==> src/rtl/uart_tx_port.sv <==
// Memory-mapped 8N1 UART transmitter: a small byte FIFO feeds a start/data/stop
// shifter. The status byte and the tx pin are both driven straight from flops.
module uart_tx_port #(
  parameter int DATA_BITS    = 8,
  parameter int CLKS_PER_BIT = 104,
  parameter int FIFO_DEPTH   = 4
) (
  input  logic                 clk,
  input  logic                 reset,
  input  logic                 write_en,
  input  logic [DATA_BITS-1:0] write_data,
  input  logic                 clear_overflow,
  output logic                 tx,
  output logic [7:0]           status
);
  localparam int AW = $clog2(FIFO_DEPTH);
  localparam int CW = AW + 1;
  localparam int BW = $clog2(CLKS_PER_BIT);
  localparam logic [BW-1:0] BAUD_LAST = BW'(CLKS_PER_BIT - 1);
  localparam logic [CW-1:0] FULL_CNT  = CW'(FIFO_DEPTH);
  localparam logic [2:0]    BIT_LAST  = 3'(DATA_BITS - 1);

  typedef enum logic [1:0] {IDLE, START, DATA, STOP} state_t;

  state_t               state, state_n;
  logic [DATA_BITS-1:0] mem [FIFO_DEPTH];
  logic [AW-1:0]        wptr, rptr;
  logic [CW-1:0]        cnt, cnt_n;
  logic [DATA_BITS-1:0] shift, shift_n;
  logic [BW-1:0]        baud, baud_n;
  logic [2:0]           bitc, bitc_n;
  logic                 ovf, ovf_n;
  logic                 push, pop, full, empty, bit_end, tx_n;

  assign full    = (cnt == FULL_CNT);
  assign empty   = (cnt == '0);
  assign push    = write_en && !full;
  assign bit_end = (baud == BAUD_LAST);
  assign cnt_n   = cnt + CW'(push) - CW'(pop);
  // A dropped write beats a simultaneous clear.
  assign ovf_n   = (write_en && full) ? 1'b1 : (clear_overflow ? 1'b0 : ovf);

  always_comb begin
    state_n = state;
    shift_n = shift;
    baud_n  = baud;
    bitc_n  = bitc;
    pop     = 1'b0;
    unique case (state)
      IDLE: begin
        if (!empty) begin
          pop     = 1'b1;
          shift_n = mem[rptr];
          baud_n  = '0;
          bitc_n  = '0;
          state_n = START;
        end
      end
      START: begin
        baud_n = bit_end ? '0 : baud + 1'b1;
        if (bit_end) state_n = DATA;
      end
      DATA: begin
        baud_n = bit_end ? '0 : baud + 1'b1;
        if (bit_end) begin
          shift_n = shift >> 1;
          if (bitc == BIT_LAST) state_n = STOP;
          else                  bitc_n  = bitc + 1'b1;
        end
      end
      STOP: begin
        baud_n = bit_end ? '0 : baud + 1'b1;
        if (bit_end) begin
          // Chain straight into the next start bit when more data is waiting.
          if (!empty) begin
            pop     = 1'b1;
            shift_n = mem[rptr];
            bitc_n  = '0;
            state_n = START;
          end else begin
            state_n = IDLE;
          end
        end
      end
      default: state_n = IDLE;
    endcase
  end

  always_comb begin
    tx_n = 1'b1;
    unique case (state_n)
      START:   tx_n = 1'b0;
      DATA:    tx_n = shift_n[0];
      default: tx_n = 1'b1;
    endcase
  end

  always_ff @(posedge clk) begin
    if (push) mem[wptr] <= write_data;
  end

  always_ff @(posedge clk) begin
    if (reset) begin
      state  <= IDLE;
      wptr   <= '0;
      rptr   <= '0;
      cnt    <= '0;
      shift  <= '0;
      baud   <= '0;
      bitc   <= '0;
      ovf    <= 1'b0;
      tx     <= 1'b1;
      status <= 8'h01;
    end else begin
      state  <= state_n;
      shift  <= shift_n;
      baud   <= baud_n;
      bitc   <= bitc_n;
      cnt    <= cnt_n;
      ovf    <= ovf_n;
      tx     <= tx_n;
      if (push) wptr <= wptr + 1'b1;
      if (pop)  rptr <= rptr + 1'b1;
      status <= {4'b0, ovf_n, state_n != IDLE, cnt_n == FULL_CNT, cnt_n == '0};
    end
  end
endmodule
==> config.mk <==
export PLATFORM = sky130hd
export DESIGN_NAME = uart_tx_port
export DESIGN_NICKNAME = d
export VERILOG_FILES = /design/src/rtl/uart_tx_port.sv
export SDC_FILE = /design/constraint.sdc
export NUM_CORES = 1
export LEC_CHECK = 0
export CORE_MARGIN = 2
export CORE_UTILIZATION = 35
export DETAILED_ROUTE_END_ITERATION = 10
export GPL_ROUTABILITY_DRIVEN = 0
export PLACE_DENSITY = 0.61
export SETUP_SLACK_MARGIN = 0.02
export SYNTH_ARGS = -nofsm -noshare
export SYNTH_HDL_FRONTEND = slang
export SYNTH_SLANG_ARGS = --single-unit
export TNS_END_PERCENT = 20
==> constraint.sdc <==
create_clock -name clk -period 3.5 [get_ports clk]
set_input_delay 0.35 -clock clk [delete_from_list [all_inputs] [get_ports clk]]
set_output_delay 0.35 -clock clk [all_outputs]
set_load 0.01 [all_outputs]
After elaboration in Yosys (flattened, before gate mapping)

Memory sizes are Yosys's and may differ from the RTL's. A register that Yosys moved wholly into a read port is not among the register bits.
Index checks and enable logic that the tools add are counted.

Bits in registers: 37
Bits in writable memories: 32
Bits of input ports: 12
Output and inout bits: 9
Logic and storage cells: 72
Memories: 1

Add/sub/neg operators: 6
Equality and inequality tests: 13
Multiplexer cells: 29
Reductions and logical operators: 11

Memories:

| memory | depth | bits a word | rd ports | clocked after memory_dff | wr ports | RTL line | source |
|---|---|---|---|---|---|---|---|
| mem    | 4     | 8           | 1        | 1                        | 1        | 26       | `logic [DATA_BITS-1:0] mem [FIFO_DEPTH];` |

Operators with widths:

| cell                                           | count |
|---|---|
| two-way mux 8 bit                              | 3 |
| one-hot mux 8 bit (3 select lines)             | 1 |
| two-way mux 2 bit                              | 7 |
| two-way mux 7 bit                              | 2 |
| one-hot mux 7 bit (2 select lines)             | 1 |
| two-way mux 3 bit                              | 4 |
| == test 3 bit (second input constant)          | 3 |
| one-hot mux 3 bit (3 select lines)             | 1 |
| inequality test 2 bit (second input constant)  | 4 |
| one-hot mux 2 bit (4 select lines)             | 1 |
| adder 7 x 1 -> 7 bit (second input constant)   | 1 |
| == test 7 bit (second input constant)          | 1 |
| two-way mux 1 bit                              | 7 |
| == test 2 bit (second input constant)          | 3 |
| logical NOT 3 bit                              | 2 |
| adder 2 x 1 -> 2 bit (second input constant)   | 2 |
| == test 2 x 1 -> 1 bit (second input constant) | 2 |
| one-hot mux 1 bit (2 select lines)             | 2 |
| AND reduction 4 bit                            | 1 |
| adder 3 x 1 -> 3 bit                           | 1 |
| adder 3 x 1 -> 3 bit (second input constant)   | 1 |
| AND reduction 3 bit                            | 1 |
| nonzero test 3 bit                             | 1 |
| OR reduction 3 bit                             | 1 |
| other kinds (5)                                | 6 |

Logic depth before layout (Yosys ltp)

Word-level depth: 6
Mapped depth: 15
Mapped depth without buffers: 13

Least setup slack after synthesis

Ideal clock, no wire load.

Path kind: register -> register
From: register baud[0]
To: register status[1]
Setup time: 0.116 ns
Data arrival time: 2.671 ns
Data required time: 3.384 ns
Setup slack: 0.713 ns
Cell stages (with the launch flop): 16
Path buffers: 2
Period minus slack after synthesis: 2.787 ns
Cells stage by stage: dfxtp_1 > ha_1 > and3_1 > buf_4 > a31oi_1 > buf_6 > nor3_2 > ha_1 > inv_1 > ha_1 > inv_1 > fa_1 > xor2_1 > xnor2_1 > nor2_1 > and3_1

Longest elaborated chain between the ends: 5

RTL lines:

| what                               | RTL line | source |
|---|---|---|
| start: declaration                 | 30       | `logic [BW-1:0] baud, baud_n;` |
| start signal: assignment           | 117      | `baud <= baud_n;` |
| == test 7 bit                      | 38       | `assign bit_end = (baud == BAUD_LAST);` |
| two-way mux 1 bit                  | 73       | `if (bit_end) begin` |
| one-hot mux 1 bit (2 select lines) | 49       | `unique case (state)` |
| named net pop                      | 33       | `logic push, pop, full, empty, bit_end, tx_n;` |
| subtractor 3 x 1 -> 3 bit          | 39       | `assign cnt_n = cnt + CW'(push) - CW'(pop);` |
| == test 3 bit                      | 124      | `status <= {4'b0, ovf_n, state_n != IDLE, cnt_n == FULL_CNT, cnt_n == '0};` |
| end signal: assignment             | 124      |  |
| end: declaration                   | 14       | `output logic [7:0] status` |

The timed path passes the listed nets, and every way through them passes these cells.
A chain may end at the register's enable or synchronous reset.

Final worst setup path

From: register state[0]
To: register status[1]

Longest elaborated chain between the ends: 4
Elaborated cells on any way between the ends: 5
Those cells by class: 1 x add/sub; 2 x eq/ne; 1 x mux; 1 x reduce/logical

RTL lines:

| what                                               | RTL line | source |
|---|---|---|
| start: declaration                                 | 25       | `state_t state, state_n;` |
| start signal: assignment                           | 115      | `state <= state_n;` |
| == test 2 bit or logical NOT 2 bit (tied branches) | 49       |  |
| one-hot mux 1 bit (2 select lines) *               | 49       |  |
| named net pop                                      | 33       |  |
| subtractor 3 x 1 -> 3 bit *                        | 39       |  |
| == test 3 bit *                                    | 124      |  |

Mark *: on every way through the listed nets, which the timed path passes. The rest lies on a longest branch.

==> impl_metrics.json <==
{
  "syn2layout_area_growth_pct": 13.4,
  "crit_path_start_kind": "flop",
  "port_buffers": 16,
  "syn_area_sq_um": 3120,
  "synth_cells": 263,
  "postCtsResizedCells": 0,
  "start_util": 0.359,
  "fmax_mhz": 340,
  "rr_worst_depth": 13,
  "finalHoldViolCount": 0,
  "synth_cell_types": 51,
  "cp-end-kind": "flop",
  "wirelength_microns": 5320,
  "layout_common_cells": "dfxtp_1, edfxtp_1, nor2_1, nand2_1, clkdlybuf4s50_1",
  "cts_setup_buffers": 0,
  "yosysWarningCount": 0,
  "ys_seq_area_frac": 0.527,
  "dieArea_sq_um": 9680,
  "synth_edf_count": 32,
  "rsz0062_at_grt": "no",
  "rows": 34,
  "vias_per_cell": 4.97,
  "drv_slew": 0,
  "critPathArrivalTime_ns": 3.19,
  "routedWlPerCell_microns": 13.5,
  "ios": 21,
  "synth_seq_cells": 66,
  "first_pass_iters": 4,
  "dieHeight_microns": 98.4,
  "grt_pass1_vias": 1805,
  "cts_tree": "built",
  "worstMarginPinSlew_ns": 0.619,
  "timing.rr.end": "status[1]$_SDFF_PP0_",
  "drt_iter0_drc": 79,
  "r2r_slack_ns": 0.55,
  "irDropWorstVdd_uv": 314,
  "fill_cells": 854,
  "relSlewSlack": 0.586,
  "cap_violations": 0,
  "multiInputGateArea_sq_um": 1330,
  "antenna_found_initial": 0,
  "clk-insertion-delay-late_ns": 0.35,
  "crit_type": "flop to flop",
  "hold_ws_ns": 0.487,
  "htreeDepth": 3,
  "cp-startpoint": "state[0]$_SDFF_PP0_",
  "drc": 0,
  "fin_skew_ns": 0.00581,
  "syn_area_per_cell_sq_um": 11.9,
  "power_density_nw_per_um2": 719,
  "grt_pass1_wl_microns": 9090,
  "period_minus_slack_ns": 2.95,
  "dp_hpwl_microns": 3590,
  "core_area_sq_um": 8680,
  "seqCellArea_sq_um": 1640,
  "ant_nets": 0,
  "diodes": 0,
  "overflow": 0,
  "cp_max_fo": 16,
  "cts.sinks": 66,
  "postSynth.asyncResetShare": 0,
  "fin_setup_tns_ns": 0,
  "drive_gt1_frac": 0.126,
  "grt_usage": 0.121,
  "grt_max_degree": 17,
  "num_vias": 1954,
  "clockBufferDepth": 2,
  "status": "completed",
  "r2r_start": "state[0]$_SDFF_PP0_",
  "post-route-period-util": 0.842,
  "cts_made_buffers": 9,
  "die_w_microns": 98.4,
  "leakage_uw": 0.00127,
  "hold_path.class": "flop to flop",
  "hp-start": "baud[0]$_SDFFE_PP0P_",
  "cts_hold_buf": 0,
  "min_to": "baud[0]$_SDFFE_PP0P_",
  "synth-main-ff-cell": "dfxtp_1",
  "required_ns": 3.74,
  "cts.clk_slew.worst_paths_ns": 0.08,
  "hold_depth": 2,
  "final_common_cell": "dfxtp_1",
  "clock-root-buffer": "clkbuf_8",
  "nets": 307,
  "setup_viol": 0
}
[report_power, final]
| part | total, uW | switching (uW) | internal [uW] |
|---|---|---|---|
| Combinational | 821 | 432 | 388 |
| Sequential | 1050 | 101 | 949 |
| Clock | 672 | 329 | 344 |
| Total | 2540 | 862 | 1680 |
[worst max-delay path: stages (launching register included)]
cell     delay [ns]
dfxtp_1        0.48
inv_1          0.14
ha_1           0.39
a31oi_1        0.32
nor3_2         0.10
ha_1           0.27
inv_1          0.05
ha_1           0.12
inv_1          0.04
fa_1           0.36
xor2_1         0.17
xnor2_1        0.13
nor2_1         0.07
and3_1         0.18
[layer usage]
metal  up-vias  global-route usage  share of wire
li1        993                   -              -
met1       922               0.159           0.49
met2        30               0.180           0.45
met3         9              0.0394          0.038
met4         0              0.0601          0.018
met5         -                   0              0
[sequential cells by signal (all words and copies together) (netlist names), named ones only]
name    count
baud        7
mem        32
tx          1
wptr        2
cnt         3
status      4
state       2
rptr        2
bitc        3
shift       8
[synthesized netlist by cell type (3+ instances only)]
library cell / number / share of area
a211oi_1: 3 / 0.0072
a21oi_1: 10 / 0.016
a22o_1: 6 / 0.017
a22oi_1: 3 / 0.0072
a31oi_1: 6 / 0.012
and2_1: 5 / 0.010
and3_1: 5 / 0.010
buf_4: 8 / 0.019
buf_6: 3 / 0.011
clkbuf_1: 3 / 0.0036
dfxtp_1: 34 / 0.22
edfxtp_1: 32 / 0.31
ha_1: 14 / 0.056
inv_1: 9 / 0.011
mux2i_1: 7 / 0.022
mux4_2: 8 / 0.058
nand2_1: 16 / 0.019
nand3_1: 5 / 0.0080
nor2_1: 24 / 0.029
nor2b_1: 5 / 0.010
nor3_1: 4 / 0.0064
nor3_2: 3 / 0.0096
nor3b_1: 4 / 0.0096
o21ai_0: 13 / 0.021
xnor2_1: 4 / 0.011
[worst max path at each step]
stage | endpoint | depth (start not counted) | slack, ns
CTS | status[1]$_SDFF_PP0_ | 13 | 0.58
floorplan | status[1]$_SDFF_PP0_ | 15 | 0.71
detailed placement | status[1]$_SDFF_PP0_ | 12 | 0.58
finish | status[1]$_SDFF_PP0_ | 13 | 0.55
global route | status[1]$_SDFF_PP0_ | 13 | 0.37
global placement | status[1]$_SDFF_PP0_ | 12 | 0.63
[layout make-up]
| class | instances | share of cell area |
|---|---|---|
| Multi-Input combinational cell | 175 | 0.377 |
| Inverter | 9 | 0.00955 |
| Clock inverter | 7 | 0.0241 |
| Sequential cell | 66 | 0.464 |
| Tap cell | 108 | 0.0382 |
| Clock buffer | 9 | 0.0350 |
| Timing Repair Buffer | 19 | 0.0517 |
[through the flow]
stage	cells	setup WS, ns	utilization	area (sq um)	total power (uW)
2_1_floorplan	266	0.713	-	3130	1700
3_3_place_gp	377	0.633	0.383	3330	1880
3_5_place_dp	377	0.581	0.383	3330	1900
4_1_cts	393	0.577	0.407	3540	2580
5_1_grt	393	0.365	0.407	3540	2730
6_report	393	0.555	0.407	3540	2540
[kinds of logic after synthesis]
family,after synthesis,synth area share
XOR/XNOR,5,0.0140
multiplexers,15,0.0803
other,1,0.00120
flip-flops,66,0.527
buffers and inverters,25,0.0490
AO/OA/AOI/OAI,53,0.114
AND/OR/NAND/NOR,83,0.152
adder cells (fa/ha/maj),15,0.0626
No activity file was read; power rests on OpenSTA's default activity.
